## config.mk

```make
export PLATFORM = sky130hd
export DESIGN_NAME = fetch_unit_flat
export DESIGN_NICKNAME = d
export VERILOG_FILES = /design/src/rtl/fetch_unit_if.sv /design/src/rtl/fetch_unit.sv /design/src/flat_wrapper.sv
export SDC_FILE = /design/constraint.sdc
export NUM_CORES = 1
export LEC_CHECK = 0
export CAP_MARGIN = 20
export CORE_ASPECT_RATIO = 1.5
export CORE_UTILIZATION = 55
export DETAILED_ROUTE_END_ITERATION = 7
export PLACE_DENSITY = 0.84
export SYNTH_ARGS = -nofsm -noshare
export SYNTH_HDL_FRONTEND = slang
export SYNTH_SLANG_ARGS = --single-unit
```

## constraint.sdc

```tcl
create_clock -name clk -period 6.8 [get_ports clk]
set_clock_uncertainty 0.15 [all_clocks]
set_input_delay 1.02 -clock clk [delete_from_list [all_inputs] [get_ports clk]]
set_output_delay 1.02 -clock clk [all_outputs]
set_load 0.01 [all_outputs]
```

## src/rtl/fetch_unit_if.sv

```systemverilog
// Instruction-memory request/response bundle between the fetch stage and imem.
// master: fetch unit drives request/address; slave: memory drives ready/data.
interface fetch_unit_if;
  logic        imem_req_o;
  logic [31:0] imem_addr_o;
  logic        imem_ready_i;
  logic [31:0] imem_rdata_i;

  modport master (
    output imem_req_o,
    output imem_addr_o,
    input  imem_ready_i,
    input  imem_rdata_i
  );

  modport slave (
    input  imem_req_o,
    input  imem_addr_o,
    output imem_ready_i,
    output imem_rdata_i
  );
endinterface

```

## src/rtl/fetch_unit.sv

```systemverilog
// Instruction fetch stage with IF/ID register, one-entry stall skid and redirect squash.
// Optional FETCH_PERF_EN adds fetch/bubble counters on the IF/ID load.
module fetch_unit #(
  parameter logic [31:0] RESET_PC = 32'h0000_0000
) (
  input  logic         clk,
  input  logic         rst_n,
  input  logic         stall_i,
  input  logic         redirect_i,
  input  logic [31:0]  redirect_pc_i,
  fetch_unit_if.master imem,
  output logic         if_id_valid_o,
  output logic [31:0]  if_id_instr_o,
  output logic [31:0]  if_id_pc4_o,
  output logic [5:0]   opcode_o
`ifdef FETCH_PERF_EN
  ,
  output logic [31:0]  fetch_count_o,
  output logic [31:0]  bubble_count_o
`endif
);

  typedef enum logic [1:0] {
    IDLE = 2'd0,
    REQ  = 2'd1,
    HOLD = 2'd2,
    DROP = 2'd3
  } state_t;

  state_t      state_r, state_s;
  logic [31:0] pc_r, pc_s;
  logic [31:0] addr_r, addr_s;
  logic        req_r, req_s;
  logic [31:0] skid_r, skid_s;
  logic        valid_r, valid_s;
  logic [31:0] instr_r, instr_s;
  logic [31:0] pc4_r, pc4_s;
  logic        load_s;
  logic        hs_s;
  logic [31:0] pc_plus4_s;
  logic [31:0] target_s;

  assign hs_s       = req_r & imem.imem_ready_i;
  assign pc_plus4_s = pc_r + 32'd4;
  assign target_s   = {redirect_pc_i[31:2], 2'b00};

  // Next-state, PC, skid and IF/ID load decisions; redirect overrides everything.
  always_comb begin
    state_s = state_r;
    pc_s    = pc_r;
    skid_s  = skid_r;
    valid_s = valid_r;
    instr_s = instr_r;
    pc4_s   = pc4_r;
    load_s  = 1'b0;
    if (redirect_i) begin
      load_s  = 1'b1;
      valid_s = 1'b0;
      instr_s = 32'h0000_0000;
      pc_s    = target_s;
      // An unanswered request must still be drained before using the new PC.
      state_s = (req_r && !imem.imem_ready_i) ? DROP : REQ;
    end else begin
      case (state_r)
        IDLE: begin
          state_s = REQ;
        end
        REQ: begin
          if (hs_s && !stall_i) begin
            load_s  = 1'b1;
            valid_s = 1'b1;
            instr_s = imem.imem_rdata_i;
            pc4_s   = pc_plus4_s;
            pc_s    = pc_plus4_s;
          end else if (hs_s) begin
            skid_s  = imem.imem_rdata_i;
            state_s = HOLD;
          end else if (!stall_i) begin
            load_s  = 1'b1;
            valid_s = 1'b0;
            instr_s = 32'h0000_0000;
          end else begin
            state_s = REQ;
          end
        end
        HOLD: begin
          if (!stall_i) begin
            load_s  = 1'b1;
            valid_s = 1'b1;
            instr_s = skid_r;
            pc4_s   = pc_plus4_s;
            pc_s    = pc_plus4_s;
            state_s = REQ;
          end else begin
            state_s = HOLD;
          end
        end
        DROP: begin
          state_s = imem.imem_ready_i ? REQ : DROP;
          if (!stall_i) begin
            load_s  = 1'b1;
            valid_s = 1'b0;
            instr_s = 32'h0000_0000;
          end else begin
            load_s  = 1'b0;
          end
        end
        default: begin
          state_s = IDLE;
        end
      endcase
    end
    addr_s = (state_s == DROP) ? addr_r : pc_s;
    req_s  = (state_s == REQ) || (state_s == DROP);
  end

  // State, PC, request and IF/ID registers.
  always_ff @(posedge clk or negedge rst_n) begin
    if (!rst_n) begin
      state_r <= IDLE;
      pc_r    <= RESET_PC;
      addr_r  <= RESET_PC;
      req_r   <= 1'b0;
      skid_r  <= 32'h0000_0000;
      valid_r <= 1'b0;
      instr_r <= 32'h0000_0000;
      pc4_r   <= 32'h0000_0000;
    end else begin
      state_r <= state_s;
      pc_r    <= pc_s;
      addr_r  <= addr_s;
      req_r   <= req_s;
      skid_r  <= skid_s;
      valid_r <= valid_s;
      instr_r <= instr_s;
      pc4_r   <= pc4_s;
    end
  end

`ifdef FETCH_PERF_EN
  logic [31:0] fetch_cnt_r;
  logic [31:0] bubble_cnt_r;

  // Count IF/ID loads split by whether a real instruction was loaded.
  always_ff @(posedge clk or negedge rst_n) begin
    if (!rst_n) begin
      fetch_cnt_r  <= 32'd0;
      bubble_cnt_r <= 32'd0;
    end else if (load_s && valid_s) begin
      fetch_cnt_r  <= fetch_cnt_r + 32'd1;
    end else if (load_s) begin
      bubble_cnt_r <= bubble_cnt_r + 32'd1;
    end
  end

  assign fetch_count_o  = fetch_cnt_r;
  assign bubble_count_o = bubble_cnt_r;
`endif

  assign imem.imem_req_o  = req_r;
  assign imem.imem_addr_o = addr_r;
  assign if_id_valid_o    = valid_r;
  assign if_id_instr_o    = instr_r;
  assign if_id_pc4_o      = pc4_r;
  assign opcode_o         = instr_r[31:26];

endmodule
```

## src/flat_wrapper.sv

```systemverilog
// flat-port wrapper written by rule: the top's interface ports become plain ports
module fetch_unit_flat 
#(
  parameter logic [31:0] RESET_PC = 32'h0000_0000
)
  (clk, rst_n, stall_i, redirect_i, redirect_pc_i, if_id_valid_o, if_id_instr_o, if_id_pc4_o, opcode_o, imem_imem_req_o, imem_imem_addr_o, imem_imem_ready_i, imem_imem_rdata_i);
  fetch_unit_if imem_i ();
  input  logic clk;
  input  logic rst_n;
  input  logic stall_i;
  input  logic redirect_i;
  input  logic [31:0] redirect_pc_i;
  output logic if_id_valid_o;
  output logic [31:0] if_id_instr_o;
  output logic [31:0] if_id_pc4_o;
  output logic [5:0] opcode_o;
  output wire logic [$bits(imem_i.imem_req_o)-1:0] imem_imem_req_o;
  output wire logic [$bits(imem_i.imem_addr_o)-1:0] imem_imem_addr_o;
  input wire logic [$bits(imem_i.imem_ready_i)-1:0] imem_imem_ready_i;
  input wire logic [$bits(imem_i.imem_rdata_i)-1:0] imem_imem_rdata_i;
  assign imem_imem_req_o = imem_i.imem_req_o;
  assign imem_imem_addr_o = imem_i.imem_addr_o;
  assign imem_i.imem_ready_i = imem_imem_ready_i;
  assign imem_i.imem_rdata_i = imem_imem_rdata_i;
  fetch_unit #(.RESET_PC(RESET_PC)) u_core (.clk(clk), .rst_n(rst_n), .stall_i(stall_i), .redirect_i(redirect_i), .redirect_pc_i(redirect_pc_i), .imem(imem_i), .if_id_valid_o(if_id_valid_o), .if_id_instr_o(if_id_instr_o), .if_id_pc4_o(if_id_pc4_o), .opcode_o(opcode_o));
endmodule
```

==> results of run 1 <==
sequential cells by signal, summed over array words and instances (netlist names):
register and cells:
u_core.if_id_pc4_o 32, u_core.imem.imem_addr_o 32, u_core.if_id_valid_o 1, u_core.pc_r 32, u_core.if_id_instr_o 32, u_core.state_r 2
u_core.imem.imem_req_o 1, u_core.skid_r 32
kinds of logic after synthesis:
| logic type | count (synthesis) | synth area share [%] |
|---|---|---|
| AOI/OAI and AO/OA | 187 | 17.0 |
| xor gates and xnor gates | 27 | 3.04 |
| adders and majority gates | 5 | 0.803 |
| buffers and inverters | 82 | 4.32 |
| DFF | 164 | 52.7 |
| muxes | 72 | 10.3 |
| and+or+nand+nor | 191 | 11.9 |
cell type report:
type                            count  area share [%]
Multi-Input combinational cell    482            33.4
Clock inverter                     12           0.991
Clock buffer                       20            4.52
Sequential cell                   164            40.6
Inverter                           18           0.669
Tap cell                          162            2.01
Timing Repair Buffer              180            17.7
power by group:
group          switching (mW)  internal [mW]
Clock                   0.409          0.493
Combinational           0.612          0.682
Sequential              0.238           1.30
worst paths after layout:
path	from	cells after the start	to
min reg2reg	u_core.if_id_pc4_o[19]	1	u_core.if_id_pc4_o[19]
min in group asynchronous	rst_n	1	u_core.if_id_pc4_o[13]
min	u_core.if_id_pc4_o[19]	1	u_core.if_id_pc4_o[19]
max reg2reg	u_core.state_r[0]	8	u_core.if_id_pc4_o[19]
max	imem_imem_ready_i	7	u_core.if_id_pc4_o[19]
max in group asynchronous	rst_n	3	u_core.if_id_instr_o[12]
metal layers:
layer	share of wire, %	vias up	global-route usage [%]	wire, um
li1	-	2962	-	-
met1	37	3296	33.6	7840
met2	53	306	54.7	11200
met3	6.6	63	6.29	1420
met4	4.0	0	15.7	864
met5	0	-	0	0
worst register-to-register path, stage by stage, from the launching register on:
cell     delay [ns]
dfrtp_1        0.40
inv_1          0.09
ha_1           0.20
buf_4          0.27
o22ai_1        0.38
nand2_1        0.66
nor2_4         0.89
buf_4          0.39
mux2_2         0.37
per-stage QoR:
step / power (mW) / cells / hold slack [ns] / utilization (%)
2_1_floorplan: 2.19 / 728 / 0.323 / -
3_3_place_gp: 2.76 / 1005 / 0.326 / 69.7
3_5_place_dp: 2.83 / 1005 / 0.343 / 69.7
4_1_cts: 3.74 / 1037 / 0.357 / 73.7
5_1_grt: 3.92 / 1038 / 0.373 / 73.9
6_report: 3.73 / 1038 / 0.356 / 73.9
Yosys cell counts, drive strengths merged (2+ instances only):
| library cell | n |
|---|---|
| a211o | 2 |
| a21oi | 48 |
| a221oi | 2 |
| a222oi | 32 |
| a22oi | 2 |
| a2bb2oi | 8 |
| a31oi | 14 |
| a32oi | 2 |
| and2 | 6 |
| and3 | 8 |
| buf | 23 |
| clkbuf | 41 |
| dfrtp | 164 |
| ha | 5 |
| inv | 18 |
| mux2 | 67 |
| mux2i | 5 |
| nand2 | 57 |
| nand2b | 3 |
| nand3 | 20 |
| nand4 | 7 |
| nor2 | 49 |
| nor2b | 7 |
| nor3 | 19 |
| nor4 | 6 |
| o2111ai | 2 |
| o211ai | 6 |
| o21ai | 21 |
| o22ai | 5 |
| o31ai | 33 |
| or3 | 2 |
| or4 | 6 |
| xnor2 | 18 |
| xor2 | 9 |
==> results.sh, run 1 <==
export IMPL_drv_slew=0
export IMPL_setup_slack_ns=2.54
export IMPL_place_ws_ns=2.22
export IMPL_fp_dieW_um=99.2
export IMPL_tightest_slew_ns=1.11
export IMPL_slew_headroom_pct=25.0
export IMPL_routedWlPerCell_um=20.6
export IMPL_post_cts_buffers=0
export IMPL_postRouteAntennaNets=0
export IMPL_grt_pass1_wl_mm=34.4
export IMPL_cts_buffers=17
export IMPL_dieArea_mm2=0.0147
export IMPL_leakage_nw=4.11
export IMPL_synth_yosys_seq_area_share_pct=52.7
export IMPL_globalRouteTotalUtil_pct=30.4
export IMPL_synth_cell_types=53
export IMPL_io_pins=173
export IMPL_finalHoldViolations=0
export IMPL_cts_root_buf="clkbuf_16"
export IMPL_startpoint_type="input port"
export IMPL_place_area_mm2=0.00952
export IMPL_fin_nets=937
export IMPL_ys_ff_latch=164
export IMPL_crit_family="simple AND/OR/NAND/NOR gates"
export IMPL_cts_tree="built"
export IMPL_fillers=953
export IMPL_multi_input_area_mm2=0.00338
export IMPL_first_iter_violations=533
export IMPL_clkTransAtPathRegs_ns=0.06
export IMPL_yosys_top_cells_area="dfrtp_1 (53%), mux2_2 (9.5%), a222oi_1 (4.1%)"
export IMPL_drc=0
export IMPL_grt_max_degree=85
export IMPL_grt_pass1_vias=6993
export IMPL_fin_crit_sh_pct=62.6
export IMPL_io_buffers=170
export IMPL_drive_gt1_share_pct=13.7
export IMPL_antenna_found_initial=0
export IMPL_synthArstFlopShare_pct=100
export IMPL_clock_sinks=164
export IMPL_synth_edff_count=0
export IMPL_regArea_mm2=0.00410
export IMPL_grt_overflow=0
export IMPL_synth_top_area_share_pct=52.7
export IMPL_fin_crit_ns=4.26
export IMPL_vias=6627
export IMPL_die_h_um=148
export IMPL_synth_warnings=0
export IMPL_rows=52
export IMPL_hold_buffers=0
export IMPL_pwr_density_cell_mw_per_mm2=369
export IMPL_crit_buf_inv=2
export IMPL_synth_top_area_cell="dfrtp_1"
export IMPL_syn_area_mm2=0.00779
export IMPL_synth_ff_type="dfrtp_1"
export IMPL_htree_levels=4
export IMPL_setup_violations_final=0
export IMPL_syn_nets=802
export IMPL_fmax_ghz=0.235
export IMPL_core_area_mm2=0.0137
export IMPL_area_delta_synth_final_pct=29.7
export IMPL_clock_path_buffers=2
export IMPL_rrSetupSlack_ns=2.88
export IMPL_dp_hpwl_mm=14.1
export IMPL_final_common_cell="clkdlybuf4s50_1"
export IMPL_final_cell_mix="clkdlybuf4s50_1 (168), dfrtp_1 (164), mux2_2 (66), nand2_1 (57)"
export IMPL_start_util_pct=57.0
export IMPL_syn_inst=728
export IMPL_crit_fanout=34
export IMPL_final_area_mm2=0.0101
export IMPL_crit_chain="clkdlybuf4s50_1 -> a21boi_0 -> o22ai_1 -> nand2_1 -> nor2_4 -> buf_4 -> mux2_2"
export IMPL_gp_congestion=0.932
export IMPL_hp_class="reg -> reg"
export IMPL_critical_path_class="in -> reg"
export IMPL_outcome="finished, final reports clean"
export IMPL_cts_resized=0
export IMPL_viasPerCell=6.38
export IMPL_postRouteWirelength_mm=21.4
export IMPL_drt_pass1_iter_count=7
export IMPL_crit_path_end_kind="flop"
export IMPL_cp_slowest_cell="nor2_4"
export IMPL_maxCapViolCount=0
export IMPL_tns_ns=0
export IMPL_clkLatencyLatePin_ns=0.43
export IMPL_antenna_diode_count=0
export IMPL_worstPathRequired_ns=6.96
export IMPL_cpPeakStageDelay_ns=0.89
export IMPL_rsz0062_at_grt="no"
export IMPL_vdd_drop_max_mv=0.181
export IMPL_syn_avg_cell_area_um2=10.7
export IMPL_cp_arrival_ns=4.42
Note: power is estimated with default switching activity, not from simulation.
==> inputs of run 2 (changes only) <==
--- a/config.mk
+++ b/config.mk
@@ -7,9 +7,9 @@
 export LEC_CHECK = 0
 export CAP_MARGIN = 20
 export CORE_ASPECT_RATIO = 1.5
-export CORE_UTILIZATION = 55
+export CORE_UTILIZATION = 51
 export DETAILED_ROUTE_END_ITERATION = 7
-export PLACE_DENSITY = 0.84
+export PLACE_DENSITY = 0.79
 export SYNTH_ARGS = -nofsm -noshare
 export SYNTH_HDL_FRONTEND = slang
 export SYNTH_SLANG_ARGS = --single-unit
==> constraint.sdc (replaced) <==
create_clock -name clk -period 4.35 [get_ports clk]
set_clock_uncertainty 0.15 [all_clocks]
set_input_delay 0.6525 -clock clk [delete_from_list [all_inputs] [get_ports clk]]
set_output_delay 0.6525 -clock clk [all_outputs]
set_load 0.01 [all_outputs]
==> results.sh, run 2 (synthesis gave the netlist of run 1 again) <==
export IMPL_io_buffers=170
export IMPL_startpoint_type="flop"
export IMPL_tightest_slew_ns=0.941
export IMPL_first_iter_violations=467
export IMPL_cts_resized=0
export IMPL_globalRouteTotalUtil_pct=27.0
export IMPL_hp_class="in -> async"
export IMPL_fin_crit_ns=3.17
export IMPL_routedWlPerCell_um=18.9
export IMPL_setup_violations_final=0
export IMPL_maxCapViolCount=0
export IMPL_grt_max_degree=103
export IMPL_die_h_um=153
export IMPL_crit_buf_inv=2
export IMPL_p_total_mw=5.97
export IMPL_cts_root_buf="clkbuf_16"
export IMPL_drc=0
export IMPL_cpPeakStageDelay_ns=0.68
export IMPL_fin_nets=944
export IMPL_drt_pass1_iter_count=7
export IMPL_cts_buffers=17
export IMPL_vias=6512
export IMPL_antenna_found_initial=0
export IMPL_viasPerCell=6.02
export IMPL_htree_levels=4
export IMPL_vdd_drop_max_mv=0.337
export IMPL_clkTransAtPathRegs_ns=0.07
export IMPL_cp_arrival_ns=3.38
export IMPL_crit_fanout=20
export IMPL_rows=55
export IMPL_post_cts_buffers=0
export IMPL_slew_headroom_pct=37.3
export IMPL_postRouteWirelength_mm=20.4
export IMPL_postRouteAntennaNets=0
export IMPL_cp_slowest_cell="ha_1"
export IMPL_drv_slew=0
export IMPL_dieArea_mm2=0.0158
export IMPL_hold_buffers=0
export IMPL_fp_dieW_um=103
export IMPL_gp_congestion=0.849
export IMPL_reg2reg_depth=9
export IMPL_start_util_pct=51.9
export IMPL_antenna_diode_count=0
export IMPL_finalHoldViolations=0
export IMPL_fin_crit_sh_pct=73.0
export IMPL_holdWs_ns=0.161
export IMPL_crit_chain="inv_1 -> ha_1 -> a31o_2 -> nand3_1 -> buf_4 -> o41ai_1 -> a21oi_1 -> a21oi_1 -> mux2_2"
export IMPL_io_pins=173
export IMPL_crit_top_cell="a21oi_1"
export IMPL_grt_pass1_wl_mm=33.1
export IMPL_drive_gt1_share_pct=14.3
export IMPL_worstPathRequired_ns=4.55
export IMPL_grt_pass1_vias=6650
export IMPL_area_delta_synth_final_pct=31.6
export IMPL_crit_family="compound AO/OA/AOI/OAI gates"
export IMPL_pwr_density_cell_mw_per_mm2=582
export IMPL_cts_tree="built"
export IMPL_grt_overflow=0
export IMPL_critical_path_class="reg -> reg"
export IMPL_final_cell_mix="clkdlybuf4s50_1 (168), dfrtp_1 (164), mux2_2 (66), nand2_1 (57)"
export IMPL_setup_slack_ns=1.18
export IMPL_crit_path_end_kind="flop"
export IMPL_rr_endpoint="u_core.imem.imem_addr_o[10]"
export IMPL_final_common_cell="clkdlybuf4s50_1"
export IMPL_rrSetupSlack_ns=1.18
export IMPL_fmax_ghz=0.315
export IMPL_place_ws_ns=1.00
export IMPL_clock_sinks=164
export IMPL_tns_ns=0
export IMPL_core_area_mm2=0.0150
export IMPL_dp_hpwl_mm=14.1
export IMPL_clock_path_buffers=2
export IMPL_outcome="finished, final reports clean"
export IMPL_leakage_nw=4.16
export IMPL_clkLatencyLatePin_ns=0.42
export IMPL_rsz0062_at_grt="no"
export IMPL_reg2reg_from="u_core.state_r[0]"
run 2: final cells by class:
cell class,count,area (um^2)
tap,199,249
clock buffer,19,443
sequential,164,4100
fill,1179,4750
clock inverter,12,171
inverter,18,67.6
multi-input combinational,482,3380
timing repair buffer,187,1840
run 2: metrics by stage:
step	utilization [%]	area [um^2]	cells
floorplan	-	7790	728
global placement	64.2	9640	1050
detailed placement	64.2	9640	1050
CTS	68.3	10300	1081
global route	68.3	10300	1081
finish	68.3	10300	1081
run 2: worst max path at each step:
stage	startpoint	to	slack (ns)	cells past startpoint
floorplan	u_core.pc_r[2]	u_core.imem.imem_addr_o[22]	1.81	7
global placement	imem_imem_ready_i	u_core.imem.imem_addr_o[17]	1.14	7
detailed placement	imem_imem_ready_i	u_core.if_id_pc4_o[7]	1.00	8
CTS	u_core.state_r[0]	u_core.imem.imem_addr_o[10]	1.23	9
global route	u_core.state_r[0]	u_core.imem.imem_addr_o[10]	1.0	9
finish	u_core.state_r[0]	u_core.imem.imem_addr_o[10]	1.18	9
run 2: metal layers:
layer / up-vias / routed length (um) / global-route usage (%)
met1: 3219 / 7860 / 32.0
li1: 2976 / - / -
met4: 0 / 733 / 12.9
met3: 53 / 1170 / 5.17
met2: 264 / 10600 / 46.3
met5: - / 0 / 0
run 2: power by group:
part | switching (mW) | total [mW] | internal, mW
Sequential | 0.360 | 2.39 | 2.03
Clock | 0.633 | 1.56 | 0.931
Combinational | 0.941 | 2.02 | 1.08
==> inputs of run 3 (changes only) <==
--- a/config.mk
+++ b/config.mk
@@ -7,9 +7,9 @@
 export LEC_CHECK = 0
 export CAP_MARGIN = 20
 export CORE_ASPECT_RATIO = 1.5
-export CORE_UTILIZATION = 51
+export CORE_UTILIZATION = 46
 export DETAILED_ROUTE_END_ITERATION = 7
-export PLACE_DENSITY = 0.79
+export PLACE_DENSITY = 0.75
 export SYNTH_ARGS = -nofsm -noshare
 export SYNTH_HDL_FRONTEND = slang
 export SYNTH_SLANG_ARGS = --single-unit
==> constraint.sdc (replaced) <==
create_clock -name clk -period 2.6 [get_ports clk]
set_clock_uncertainty 0.15 [all_clocks]
set_input_delay 0.39 -clock clk [delete_from_list [all_inputs] [get_ports clk]]
set_output_delay 0.39 -clock clk [all_outputs]
set_load 0.01 [all_outputs]
==> results.sh, run 3 (synthesis gave the netlist of run 1 again) <==
export IMPL_outcome="finished with violations"
export IMPL_violations="design-rule violations"
export IMPL_io_pins=173
export IMPL_die_h_um=161
export IMPL_pwr_density_cell_mw_per_mm2=940
export IMPL_cts_buffers=17
export IMPL_finalHoldViolations=0
export IMPL_cp_arrival_ns=2.64
export IMPL_fillers=1312
export IMPL_setup_violations_final=0
export IMPL_hp_class="in -> async"
export IMPL_fmax_ghz=0.401
export IMPL_final_common_cell="clkdlybuf4s50_1"
export IMPL_cts_root_buf="clkbuf_16"
export IMPL_globalRouteTotalUtil_pct=25.2
export IMPL_pwr_share_seq_pct=38.7
export IMPL_io_buffers=170
export IMPL_post_cts_buffers=0
export IMPL_critical_path_class="reg -> reg"
export IMPL_pwr_share_clk_pct=25.0
export IMPL_drv_slew=0
export IMPL_clock_path_buffers=2
export IMPL_dp_cells=1116
export IMPL_grt_pass1_wl_mm=34.1
export IMPL_postRouteAntennaNets=0
export IMPL_leakage_nw=4.49
export IMPL_start_util_pct=47.5
export IMPL_drive_gt1_share_pct=20.6
export IMPL_vdd_drop_max_mv=0.538
export IMPL_maxCapViolCount=0
export IMPL_vias=6638
export IMPL_first_iter_violations=583
export IMPL_final_cells=1149
export IMPL_slew_headroom_pct=68.4
export IMPL_clkLatencyLatePin_ns=0.42
export IMPL_core_area_mm2=0.0164
export IMPL_grt_pass1_vias=6700
export IMPL_clock_sinks=164
export IMPL_routedWlPerCell_um=18.4
export IMPL_fin_nets=1004
export IMPL_rrSetupSlack_ns=0.11
export IMPL_htree_levels=4
export IMPL_final_cell_mix="clkdlybuf4s50_1 (168), dfrtp_1 (164), buf_4 (68), mux2_2 (66), nand2_1 (57)"
export IMPL_p_int_mw=6.85
export IMPL_fp_dieW_um=108
export IMPL_grt_max_degree=49
export IMPL_gp_congestion=0.871
export IMPL_viasPerCell=5.78
export IMPL_startpoint_type="flop"
export IMPL_grt_overflow=0
export IMPL_power_switching_mw=3.32
export IMPL_postRouteWirelength_mm=21.2
export IMPL_rows=57
export IMPL_crit_fanout=4
export IMPL_tns_ns=0
export IMPL_switching_share_pct=32.6
export IMPL_antenna_diode_count=0
export IMPL_dieArea_mm2=0.0175
export IMPL_startpoint="u_core.pc_r[3]"
export IMPL_reg2reg_from="u_core.pc_r[3]"
export IMPL_setup_slack_ns=0.106
export IMPL_tightest_slew_ns=0.474
export IMPL_place_ws_ns=-0.106
export IMPL_fin_crit_sh_pct=95.9
export IMPL_antenna_found_initial=0
export IMPL_drc=3
export IMPL_crit_path_end_kind="flop"
export IMPL_fin_crit_ns=2.49
export IMPL_worstPathRequired_ns=2.75
export IMPL_clkTransAtPathRegs_ns=0.07
export IMPL_dp_hpwl_mm=15.0
export IMPL_comb_power_share_pct=36.2
export IMPL_area_delta_synth_final_pct=38.8
export IMPL_p_total_mw=10.2
export IMPL_cts_tree="built"
export IMPL_drt_pass1_iter_count=8
export IMPL_rsz0062_at_grt="no"
==> run 3: layer usage <==
metal	vias to the layer above	global-route usage, %	wire length [um]
li1	3099	-	-
met5	-	0	0
met3	37	4.40	998
met2	209	43.8	11200
met1	3293	29.9	8350
met4	0	11.5	593
==> run 3: final cells by class <==
cell class	instances	area, um^2	area share, %
clock buffer	17	425	3.94
clock inverter	15	169	1.56
inverter	18	67.6	0.625
multi-input combinational	482	3410	31.5
sequential	164	4100	38.0
tap	206	258	2.38
timing repair buffer	247	2380	22.0
==> run 3: path summary, 6_finish.rpt <==
| kind | depth (start not counted) | to |
|---|---|---|
| worst max-delay path | 7 | u_core.imem.imem_addr_o[30] |
| worst min register to register | 2 | u_core.if_id_pc4_o[2] |
| max in group asynchronous | 3 | u_core.if_id_instr_o[10] |
| worst min-delay path | 2 | u_core.if_id_instr_o[26] |
| min in group clk | 2 | u_core.if_id_pc4_o[2] |
| worst max register to register | 7 | u_core.imem.imem_addr_o[30] |
==> run 3: repair_timing <==
item	CTS	global route
endpoints found under the setup margin	0	34
endpoints found under the hold margin	41	0
gates resized for setup	0	9
hold buffers	1	0
==> run 3: power groups by stage <==
stage	Sequential, mW	Combinational (mW)	Clock [mW]
detailed placement	3.98	3.68	0
global route	4.04	4.00	2.70
CTS	3.94	3.70	2.61
global placement	3.93	3.59	0
finish	3.94	3.68	2.54
floorplan	4.10	1.61	0
==> run 3: per-stage QoR <==
| step | cell area, um^2 | utilization, % | hold WS, ns |
|---|---|---|---|
| 4_1_cts | 10800 | 65.7 | 0.307 |
| 5_1_grt | 10800 | 65.9 | 0.346 |
| 6_report | 10800 | 65.9 | 0.308 |
| 2_1_floorplan | 7790 | - | -0.0556 |
| 3_5_place_dp | 10200 | 62.0 | 0.198 |
| 3_3_place_gp | 10200 | 62.0 | 0.195 |
==> run 3: worst max-delay path: stages (launching register included) <==
cell      delay (ns)
dfrtp_1         0.37
ha_1            0.23
nand3_2         0.13
or4_4           0.58
nor3_1          0.29
o311ai_0        0.19
buf_4           0.18
mux2_2          0.25
